**config.mk**
```make
export PLATFORM = sky130hd
export DESIGN_NAME = pc_unit
export DESIGN_NICKNAME = d
export VERILOG_FILES = /design/src/rtl/pc_unit.sv
export SDC_FILE = /design/constraint.sdc
export NUM_CORES = 1
export LEC_CHECK = 0
export CAP_MARGIN = 5
export CORE_ASPECT_RATIO = 1.1
export CORE_MARGIN = 10
export CORE_UTILIZATION = 44
export DETAILED_ROUTE_END_ITERATION = 10
export PLACE_DENSITY_LB_ADDON = 0.2
export RECOVER_POWER = 100
export SLEW_MARGIN = 10
export SYNTH_ARGS = -nofsm -noshare
export SYNTH_HDL_FRONTEND = slang
export SYNTH_SLANG_ARGS = --single-unit
```
**constraint.sdc**
```tcl
create_clock -name clk -period 3.9 [get_ports clk]
set_clock_uncertainty 0.05 [all_clocks]
set_input_delay 0.975 -clock clk [delete_from_list [all_inputs] [get_ports clk]]
set_output_delay 0.975 -clock clk [all_outputs]
set_load 0.005 [all_outputs]
```
**src/rtl/pc_unit.sv**
```systemverilog
// pc_unit: program counter with internal next-PC selection.
// Optional return-address stack built when PC_RAS_EN is defined.
module pc_unit #(
  parameter int              WIDTH     = 32,
  parameter logic [WIDTH-1:0] RESET_PC = '0,
  parameter int              RAS_DEPTH = 4
) (
  input  logic             clk,
  input  logic             reset,
  input  logic             pc_wre,
  input  logic             outside_load,
  input  logic [WIDTH-1:0] outside_pc,
  input  logic [2:0]       pc_src,
  input  logic [WIDTH-1:0] imm,
  input  logic [25:0]      jaddr,
  input  logic [WIDTH-1:0] rs_data,
  input  logic             call,
  output logic [WIDTH-1:0] o_pc,
  output logic [WIDTH-1:0] pc_plus4,
  output logic             misalign,
  output logic             ras_empty,
  output logic             ras_full,
  output logic             ras_ovf,
  output logic             ras_udf
);

  localparam logic [2:0] SRC_SEQ = 3'd0;
  localparam logic [2:0] SRC_BR  = 3'd1;
  localparam logic [2:0] SRC_JMP = 3'd2;
  localparam logic [2:0] SRC_REG = 3'd3;
  localparam logic [2:0] SRC_RET = 3'd4;

  logic [WIDTH-1:0] jmp_tgt;
  logic [WIDTH-1:0] br_tgt;
  logic [WIDTH-1:0] ret_tgt;
  logic [WIDTH-1:0] target;
  logic             wr;

  assign pc_plus4 = o_pc + WIDTH'(4);
  assign br_tgt   = pc_plus4 + (imm << 2);
  assign wr       = pc_wre && !outside_load;

  generate
    if (WIDTH == 28) begin : g_j28
      assign jmp_tgt = {jaddr, 2'b00};
    end else begin : g_jw
      assign jmp_tgt = {pc_plus4[WIDTH-1:28], jaddr, 2'b00};
    end
  endgenerate

  // Next-PC target select; unused encodings fall back to sequential
  always_comb begin
    target = pc_plus4;
    case (pc_src)
      SRC_SEQ: target = pc_plus4;
      SRC_BR:  target = br_tgt;
      SRC_JMP: target = jmp_tgt;
      SRC_REG: target = rs_data;
      SRC_RET: target = ret_tgt;
      default: target = pc_plus4;
    endcase
  end

  // PC register: external load beats normal write; low bits cleared on write
  always_ff @(posedge clk) begin
    if (!reset) begin
      o_pc     <= RESET_PC;
      misalign <= 1'b0;
    end else if (outside_load) begin
      o_pc     <= outside_pc;
      misalign <= 1'b0;
    end else if (pc_wre) begin
      o_pc     <= {target[WIDTH-1:2], 2'b00};
      misalign <= |target[1:0];
    end else begin
      misalign <= 1'b0;
    end
  end

`ifdef PC_RAS_EN
  localparam int PW = $clog2(RAS_DEPTH);

  logic [WIDTH-1:0] ras [RAS_DEPTH];
  logic [PW-1:0]    ptr;
  logic [PW-1:0]    top;
  logic [PW:0]      cnt;
  logic             is_ret;

  assign top       = ptr - 1'b1;
  assign is_ret    = (pc_src == SRC_RET);
  assign ras_empty = (cnt == '0);
  assign ras_full  = (cnt == (PW+1)'(RAS_DEPTH));
  assign ret_tgt   = ras_empty ? rs_data : ras[top];

  // Stack storage: pop+push rewrites the top, plain push writes next slot
  always_ff @(posedge clk) begin
    if (reset && wr && call) begin
      if (is_ret && !ras_empty) ras[top] <= pc_plus4;
      else                      ras[ptr] <= pc_plus4;
    end
  end

  // Pointer, occupancy and sticky error flags; ptr wraps over oldest
  always_ff @(posedge clk) begin
    if (!reset) begin
      ptr     <= '0;
      cnt     <= '0;
      ras_ovf <= 1'b0;
      ras_udf <= 1'b0;
    end else if (wr) begin
      if (is_ret && ras_empty) begin
        ras_udf <= 1'b1;
        if (call) begin
          ptr <= ptr + 1'b1;
          cnt <= cnt + 1'b1;
        end
      end else if (is_ret) begin
        if (!call) begin
          ptr <= top;
          cnt <= cnt - 1'b1;
        end
      end else if (call) begin
        ptr <= ptr + 1'b1;
        if (ras_full) ras_ovf <= 1'b1;
        else          cnt <= cnt + 1'b1;
      end
    end
  end
`else
  logic unused_call;

  assign unused_call = call;
  assign ret_tgt     = rs_data;
  assign ras_empty   = 1'b1;
  assign ras_full    = 1'b0;
  assign ras_ovf     = 1'b0;
  assign ras_udf     = 1'b0;
`endif

endmodule

```
* After elaboration in Yosys (flattened, before gate mapping) *
Cells that the tools add are included.
Widths: inputs -> output; s select.

operators by class
  add/subtract/negate cells = 2
  equality and inequality tests = 4
  mux-type cells = 3
  bitwise gates (word level) = 2
  reductions and logical operators = 4

operators by type and width
  operator               count
  $pmux 32 s3            1
  $mux 32                2
  $add 32x3->32 const B  1
  $add 32x32->32         1
  $eq 3x2->1 const B     2
  $reduce_or 2->1        2
  $eq 3x1->1 const B     1
  $eq 3x3->1 const B     1
  $reduce_or 3->1        1
  $not 1->1              2
  $reduce_bool 2->1      1

word-level totals
  flip-flop bits (word level) = 33
  input bits = 130
  output and inout port bits = 69
  logic and storage cells = 17

* Depth between registers and ports, before layout *
Gate-level depths: netlist of the first run.

  depth in word-level cells = 5
  gate-level depth with buffers = 16
  depth with buffers taken out = 15

* Worst setup path before layout of the first run *
OpenSTA, ideal clock, no wires.

  path type = register -> register
  start point = register o_pc[9]
  end point = register o_pc[30]
  setup time = 115 ps
  arrival = 3390 ps
  required time = 3735 ps
  path slack = 345 ps
  stages on the path, launching flop included = 16
  path buffers = 1
  clock period less this slack = 3555 ps
  cells stage by stage = dfxtp_1 -> and4_1 -> and2_1 -> and3_1 -> buf_2 -> nand4_1 -> xnor2_1 -> ha_1 -> a21o_1 -> a211oi_2 -> a21boi_0 -> a211oi_2 -> a311oi_2 -> mux2i_1 -> nand4_1 -> and3_1

on the way
  cells in the longest elaborated chain, start to end = 5

RTL lines
  item                    line  source
  start, declared         18    output logic [WIDTH-1:0] o_pc,
  start signal, assigned  70    o_pc <= outside_pc;
  start signal, assigned  73    o_pc <= {target[WIDTH-1:2], 2'b00};
  $add 32x3->32           39    assign pc_plus4 = o_pc + WIDTH'(4);
  via pc_plus4[21]        19    output logic [WIDTH-1:0] pc_plus4,
  $add 32x32->32          40    assign br_tgt = pc_plus4 + (imm << 2);
  $pmux 32 s3             54    case (pc_src)
  $mux 32                 72    end else if (pc_wre) begin
  $mux 32                 69    end else if (outside_load) begin

The timed path passes the listed nets, and every way through them passes these cells. The select of a mux whose other input is x is not followed.
A chain may end at the register's enable or synchronous reset.

* Worst setup path after layout of the first run *
  start point = input port imm[0]
  end point = register o_pc[28]

on the way
  cells in the longest elaborated chain, start to end = 4

RTL lines
  item             line  source
  start, declared  14    input logic [WIDTH-1:0] imm,
  $add 32x32->32   40
  $pmux 32 s3      54
  $mux 32          72
  $mux 32          69

Every way passes these cells. The select of a mux whose other input is x is not followed.

==> results.md, run 1 <==
- Fin. Hold Viols: 0
- FF+latch count, synth: 33
- Vias: 6,125
- Primary FF master, synth: dfxtp_1
- CTS sink cnt: 33
- Synthesis-to-layout area growth: 55.4%
- Tmin final: 3.80 ns
- Mapped Avg Cell Area: 7.17 um2
- Port Buffers: 191
- Smallest hold slack: 0.519 ns
- Final setup TNS: 0 ns
- CTS Buf Count: 5
- First-pass DRT Iterations: 5
- I/O pins: 199
- Hold Crit Class: reg -> reg
- FP Rows: 38
- # DRC: 0
- Hold buffers post-CTS: 0
- Antenna violations before repair: 0
- Reg2Reg Depth: 18
- WL/cell: 21.6 um
- Initial Util: 0.456
- H-tree depth: 2
- Crit Path Max Fanout: 3
- Worst R2R End: o_pc[31]
- Finished Cell Area: 7030 um2
- Remaining antenna violation count: 0
- Most common cell after layout, fill and taps aside: clkdlybuf4s50_1
- Final WL: 21.0 mm
- Drt first-iter violations: 420
- Crit Path Class: in -> reg
- Fin cells: 970
- Hold_sp: o_pc[11]
- Worst EP arrival: 3.93 ns
- WHS Endpoint: o_pc[11]
- Slew @ Worst Pin: 1.13 ns
- Gr usage total: 0.265
- Worst EP required: 4.03 ns
- Final setup violation count: 0
- Synth warn: 0
- ANT cells: 0
- Sequential area share after synthesis: 0.146
- Post-synth EDFFs: 0
- Vias in the first global route: 6,186
- First-pass GRT wire length: 31.6 mm
- Number of distinct library cells after synthesis: 64
- Power Dens Cells: 247 nW/um2
- Mapped Area: 4530 um2
- Worst r2r src: o_pc[11]
- Critical Path End Type: flip-flop
- Startpoint types: input pin
- Pleak: 0.00301 uW
- Largest net degree at the start of global routing: 43
- CORE AREA: 9940 um2
- Latest clock arrival within the worst-skew pair: 0.30 ns
- Hold Path Stages: 2
- Die area: 14,700 um2
- Fmax: 0.263 GHz
- Synth Instances: 631
- Pins over their slew limit: 0
- DP HPWL: 16.4 mm
- Die Wd: 117 um
- Gpl congestion: 1.02
- Most frequent cells in the layout: clkdlybuf4s50_1, dlygate4sd3_1, buf_4
- CTS root buf: clkbuf_8
- Clock slew at reported path FFs: 0.09 ns
- Reg2Reg Setup Slack: 0.18 ns
- Die Ht: 126 um
- GRT overflow: 0
- Fraction of layout cells with a size suffix above 1: 0.102
- Period Utilization, post-route: 0.974
- Max VDD drop: 0.174 mV
- Vias/cell: 6.31
- Clock buffer depth: 2
- Status: completed
- Max Cap Viol: 0
- Max_slew headroom: 0.240
- Async SR Flop Fraction: 0
- Setup ws final: 0.102 ns
- DP Worst Slack: -0.0384 ns
- Area after DPL: 6860 um2
- Nets@finish: 1,014
- Dpl cells: 960
- CTS tree: yes
[stage by stage]
step	total power, uW	util
2_1_floorplan	877	-
3_3_place_gp	1300	0.691
3_5_place_dp	1320	0.691
4_1_cts	1740	0.704
5_1_grt	1820	0.708
6_report	1740	0.708
[worst max path at each step]
stage	start	slack, ns	cells past startpoint	end
global placement	imm[0]	0.008	13	o_pc[30]
CTS	o_pc[11]	0.07	14	o_pc[30]
finish	imm[0]	0.10	13	o_pc[28]
floorplan	o_pc[9]	0.34	15	o_pc[30]
detailed placement	imm[0]	-0.04	13	o_pc[30]
global route	o_pc[2]	-0.03	14	o_pc[23]
[registers in the layout (all words and copies together) (netlist names)]
register and flops:
o_pc 32, misalign 1
[cell usage after synthesis (2+ instances only)]
cell | number | area (um2)
o311ai_1 | 2 | 17.5
o31ai_1 | 6 | 45.0
and3_1 | 11 | 68.8
nor3_1 | 35 | 175
xnor2_1 | 35 | 307
a21oi_1 | 51 | 255
nand2_1 | 51 | 191
o21ai_0 | 33 | 165
a21o_1 | 17 | 128
buf_2 | 4 | 20.0
nor4b_1 | 2 | 17.5
nor3b_1 | 3 | 22.5
inv_1 | 15 | 56.3
and2_1 | 3 | 18.8
a31oi_1 | 5 | 31.3
clkbuf_1 | 32 | 120
and4_1 | 5 | 43.8
nor2b_1 | 5 | 31.3
a221oi_1 | 15 | 131
o21bai_1 | 4 | 30.0
buf_4 | 6 | 45.0
dfxtp_1 | 33 | 661
o211ai_1 | 10 | 75.1
inv_2 | 2 | 7.51
ha_1 | 34 | 425
o21a_1 | 6 | 45.0
o21ai_1 | 13 | 65.1
nand3b_1 | 2 | 15.0
a211oi_2 | 4 | 50.1
or3_1 | 3 | 18.8
mux2i_1 | 7 | 70.1
a311oi_1 | 4 | 35.0
xor2_1 | 16 | 140
nand4_1 | 11 | 68.8
mux4_2 | 2 | 45.0
o22ai_1 | 2 | 12.5
conb_1 | 2 | 7.51
a221o_1 | 16 | 160
nand3_1 | 33 | 165
a22oi_1 | 2 | 15.0
a41o_1 | 3 | 30.0
nand2b_1 | 12 | 75.1
a41oi_1 | 2 | 17.5
nor2_1 | 52 | 195
[critical path, cell delays in order]
cell,delay [ns]
clkdlybuf4s50_1,0.47
ha_1,0.17
inv_1,0.05
fa_1,0.41
nor2b_1,0.25
o31ai_4,0.10
a21oi_1,0.19
a41oi_1,0.19
o21ai_0,0.35
a41oi_1,0.22
a21oi_1,0.25
mux2i_1,0.20
o21ai_0,0.09
[layout make-up]
type                    count  area [um2]
clock buffers               5        68.8
clock inverters             3        65.1
fillers                   828        2900
inverters                  17        63.8
multi-input cells         540        3670
flip-flops and latches     33         664
well taps                 120         150
repair buffers            252        2350
[cells by family after synthesis]
group	Yosys count	synth area share
AOI/OAI and AO/OA	210	0.324
and+or+nand+nor	230	0.248
DFF	33	0.146
muxes	10	0.0279
other	2	0.00166
xor gates and xnor gates	51	0.0987
adders and majority gates	35	0.0984
buffers and inverters	60	0.0558
[timing repair]
action,4_1_cts,5_1_grt
endpoints found under the setup margin,0,6
setup buffers,0,2
resized for setup,0,11
[where the power goes]
part           switching, uW  internal [uW]
Sequential              34.8            365
Clock                    159            254
Combinational            455            470
[metal layers]
| metal | wire length [um] | part of all wire | global-route usage |
|---|---|---|---|
| met5 | 0 | 0 | 0 |
| met4 | 735 | 0.035 | 0.100 |
| met3 | 2570 | 0.12 | 0.0816 |
| met2 | 10100 | 0.48 | 0.454 |
| met1 | 7570 | 0.36 | 0.297 |
No activity file was read; power rests on OpenSTA's default activity.
==> run 2: changes to the inputs <==
--- a/config.mk
+++ b/config.mk
@@ -7,10 +7,9 @@
 export LEC_CHECK = 0
 export CAP_MARGIN = 5
 export CORE_ASPECT_RATIO = 1.1
-export CORE_MARGIN = 10
 export CORE_UTILIZATION = 44
 export DETAILED_ROUTE_END_ITERATION = 10
-export PLACE_DENSITY_LB_ADDON = 0.2
+export PLACE_DENSITY = 0.84
 export RECOVER_POWER = 100
 export SLEW_MARGIN = 10
 export SYNTH_ARGS = -nofsm -noshare
==> run 2 against run 1 <==
Maximum frequency barely moved; global-route usage rose by 8.9 points; final cell count rose by 1.0%; routed wire length down 7.0%.
==> results.md, run 2 (synthesis gave the netlist of run 1 again) <==
- Status: completed
- Gpl congestion: 0.990 (-3.1%)
- Multi-input logic area: 3670 um2 (about the same)
- WHS Endpoint: o_pc[8]
- Nets@finish: 1,024 (+0.99%)
- Filler cell count: 815 (-1.6%)
- Combinational share of power: 0.562 (+0.030)
- Hold_sp: o_pc[8]
- Crit Path Class: reg -> out
- Die Ht: 108 um (-14%)
- Vias: 6,136 (+0.18%)
- Worst R2R End: o_pc[23]
- CTS root buf: clkbuf_8
- CORE AREA: 9940 um2 (unchanged)
- Sequential share of power: 0.241 (+0.011)
- Die area: 10,700 um2 (-27%)
- Net switching power: 657 uW (+1.3%)
- Largest register FFs: 32 (unchanged)
- Port Buffers: 191 (unchanged)
- Die Wd: 98.7 um (-15%)
- Remaining antenna violation count: 0 (unchanged)
- Antenna violations before repair: 0 (unchanged)
- Smallest hold slack: 0.546 ns (+0.0268 ns)
- Final core occ: 0.708 (about the same)
- Regs by FF count: o_pc: 32 flops, misalign: 1 flops
- Power Dens Cells: 236 nW/um2 (-4.5%)
- First-pass GRT wire length: 29.7 mm (-6.1%)
- Pins over their slew limit: 0 (unchanged)
- Initial Util: 0.456 (unchanged)
- Largest net degree at the start of global routing: 43 (unchanged)
- Fin. Hold Viols: 0 (unchanged)
- First-pass DRT Iterations: 6 (+1)
- Sw Share: 0.396 (+0.0224)
- Gr usage total: 0.354 (+0.0890)
- Hold Path Stages: 2 (unchanged)
- Critical Path End Type: primary output
- Most frequent cells in the layout: clkdlybuf4s50_1, buf_4, nor2_1
- Reg2Reg Setup Slack: 0.15 ns (-0.03 ns)
- Max VDD drop: 0.131 mV (-25%)
- Drt first-iter violations: 372 (-11%)
- Max Cap Viol: 0 (unchanged)
- Reg2Reg Depth: 14 (-4)
- Latest clock arrival within the worst-skew pair: 0.31 ns (about the same)
- CTS sink cnt: 33 (unchanged)
- Clock buffer depth: 2 (unchanged)
- Clk network pwr share: 0.197 (-0.041)
- CTS tree: yes
- FF/Latch Area: 664 um2 (unchanged)
- Vias/cell: 6.26 (-0.84%)
- Tmin final: 3.80 ns (+0.000821 ns)
- # DRC: 0 (unchanged)
- Most common cell after layout, fill and taps aside: clkdlybuf4s50_1
- Clock slew at reported path FFs: 0.09 ns (about the same)
- H-tree depth: 2 (unchanged)
- WL/cell: 19.9 um (-8.0%)
- Slew @ Worst Pin: 0.765 ns (-0.363 ns)
- FP Rows: 38 (unchanged)
- I/O pins: 199 (unchanged)
- Max_slew headroom: 0.489 (+0.248)
- Synthesis-to-layout area growth: 55.3% (about the same)
- Startpoint types: flip-flop
- Hold Crit Class: reg -> reg
- DP HPWL: 15.0 mm (-8.8%)
- Fraction of layout cells with a size suffix above 1: 0.103 (+0.00114)
- Final WL: 19.5 mm (-7.0%)
- Vias in the first global route: 6,030 (-2.5%)
- Fmax: 0.263 GHz (about the same)
- ANT cells: 0 (unchanged)
- Most flops, register: o_pc
- P_int: 1000 uW (-7.9%)
- Hold buffers post-CTS: 0 (unchanged)
- Final setup violation count: 0 (unchanged)
- Crit path from: o_pc[6]
- Worst EP arrival: 2.77 ns (-1.16 ns)
- CTS Buf Count: 5 (unchanged)
- Pleak: 0.00297 uW (-1.3%)
- Crit Path Max Fanout: 6 (+3)
- Total chip power: 1660 uW (-4.5%)
- Worst r2r src: o_pc[6]
- Worst EP required: 2.87 ns (-1.16 ns)
- GRT overflow: 0 (unchanged)
- Period Utilization, post-route: 0.974 (about the same)
run 2: changes by cell type in the layout (fill, tap and decap cells not counted), sizes merged:
| cell | change |
|---|---|
| clkbuf | +13 |
| clkdlybuf4s50 | +12 |
| dlygate4sd3 | -12 |
| bufinv | -2 |
| buf | -1 |
run 2: repair_timing:
action / in CTS / in global routing
setup buffers: 1 / 1
endpoints found under the setup margin: 3 / 12
pin swaps: 1 / 2
gates resized for setup: 3 / 12
run 2: worst max-delay path by stage:
stage,endpoint,slack (ns),depth (start not counted)
finish,pc_plus4[22],0.10,8
floorplan,o_pc[30],0.34,15
detailed placement,o_pc[30],-0.02,13
CTS,pc_plus4[31],0.04,8
global route,o_pc[30],-0.05,18
global placement,o_pc[30],-0.01,13
run 2: layout make-up:
type	count	area share
clock buffer	7	0.0137
clock inverter	1	0.000712
inverter	17	0.00907
multi-input combinational	540	0.521
sequential	33	0.0945
tap	120	0.0214
timing repair buffer	262	0.339
run 2: power by group through the flow:
stage	logic (uW)	clock network, uW	registers, uW
2_1_floorplan	470	0	407
3_3_place_gp	903	0	404
3_5_place_dp	928	0	406
4_1_cts	937	322	399
5_1_grt	1000	333	404
6_report	934	326	400
run 2: worst max-delay path: stages (launching register included):
cell and delay (ns):
dfxtp_2 0.38, and4_1 0.27, and3_2 0.32, nand3_2 0.20, clkbuf_1 0.18, nor2_1 0.14, xor2_1 0.27, clkbuf_1 0.18
clkdlybuf4s50_1 0.52
run 2: through the flow:
step | TNS (ns) | cells | area (um2) | setup WS, ns
after floorplan | 0 | 633 | 4530 | 0.345
after global placement | -0.0123 | 970 | 6940 | -0.0123
after detailed placement | -0.0355 | 970 | 6940 | -0.0201
after CTS | 0 | 979 | 7060 | 0.0449
after global routing | -0.0762 | 980 | 7030 | -0.0546
final | 0 | 980 | 7030 | 0.102
run 2: metal layers:
layer  share of wire  global-route usage  vias up  wire length, um
met2            0.48               0.610      399             9330
met1            0.39               0.429     2833             7650
met3           0.092              0.0595       72             1790
li1                -                   -     2832                -
met5               0                   0        -                0
met4           0.037               0.170        0              724
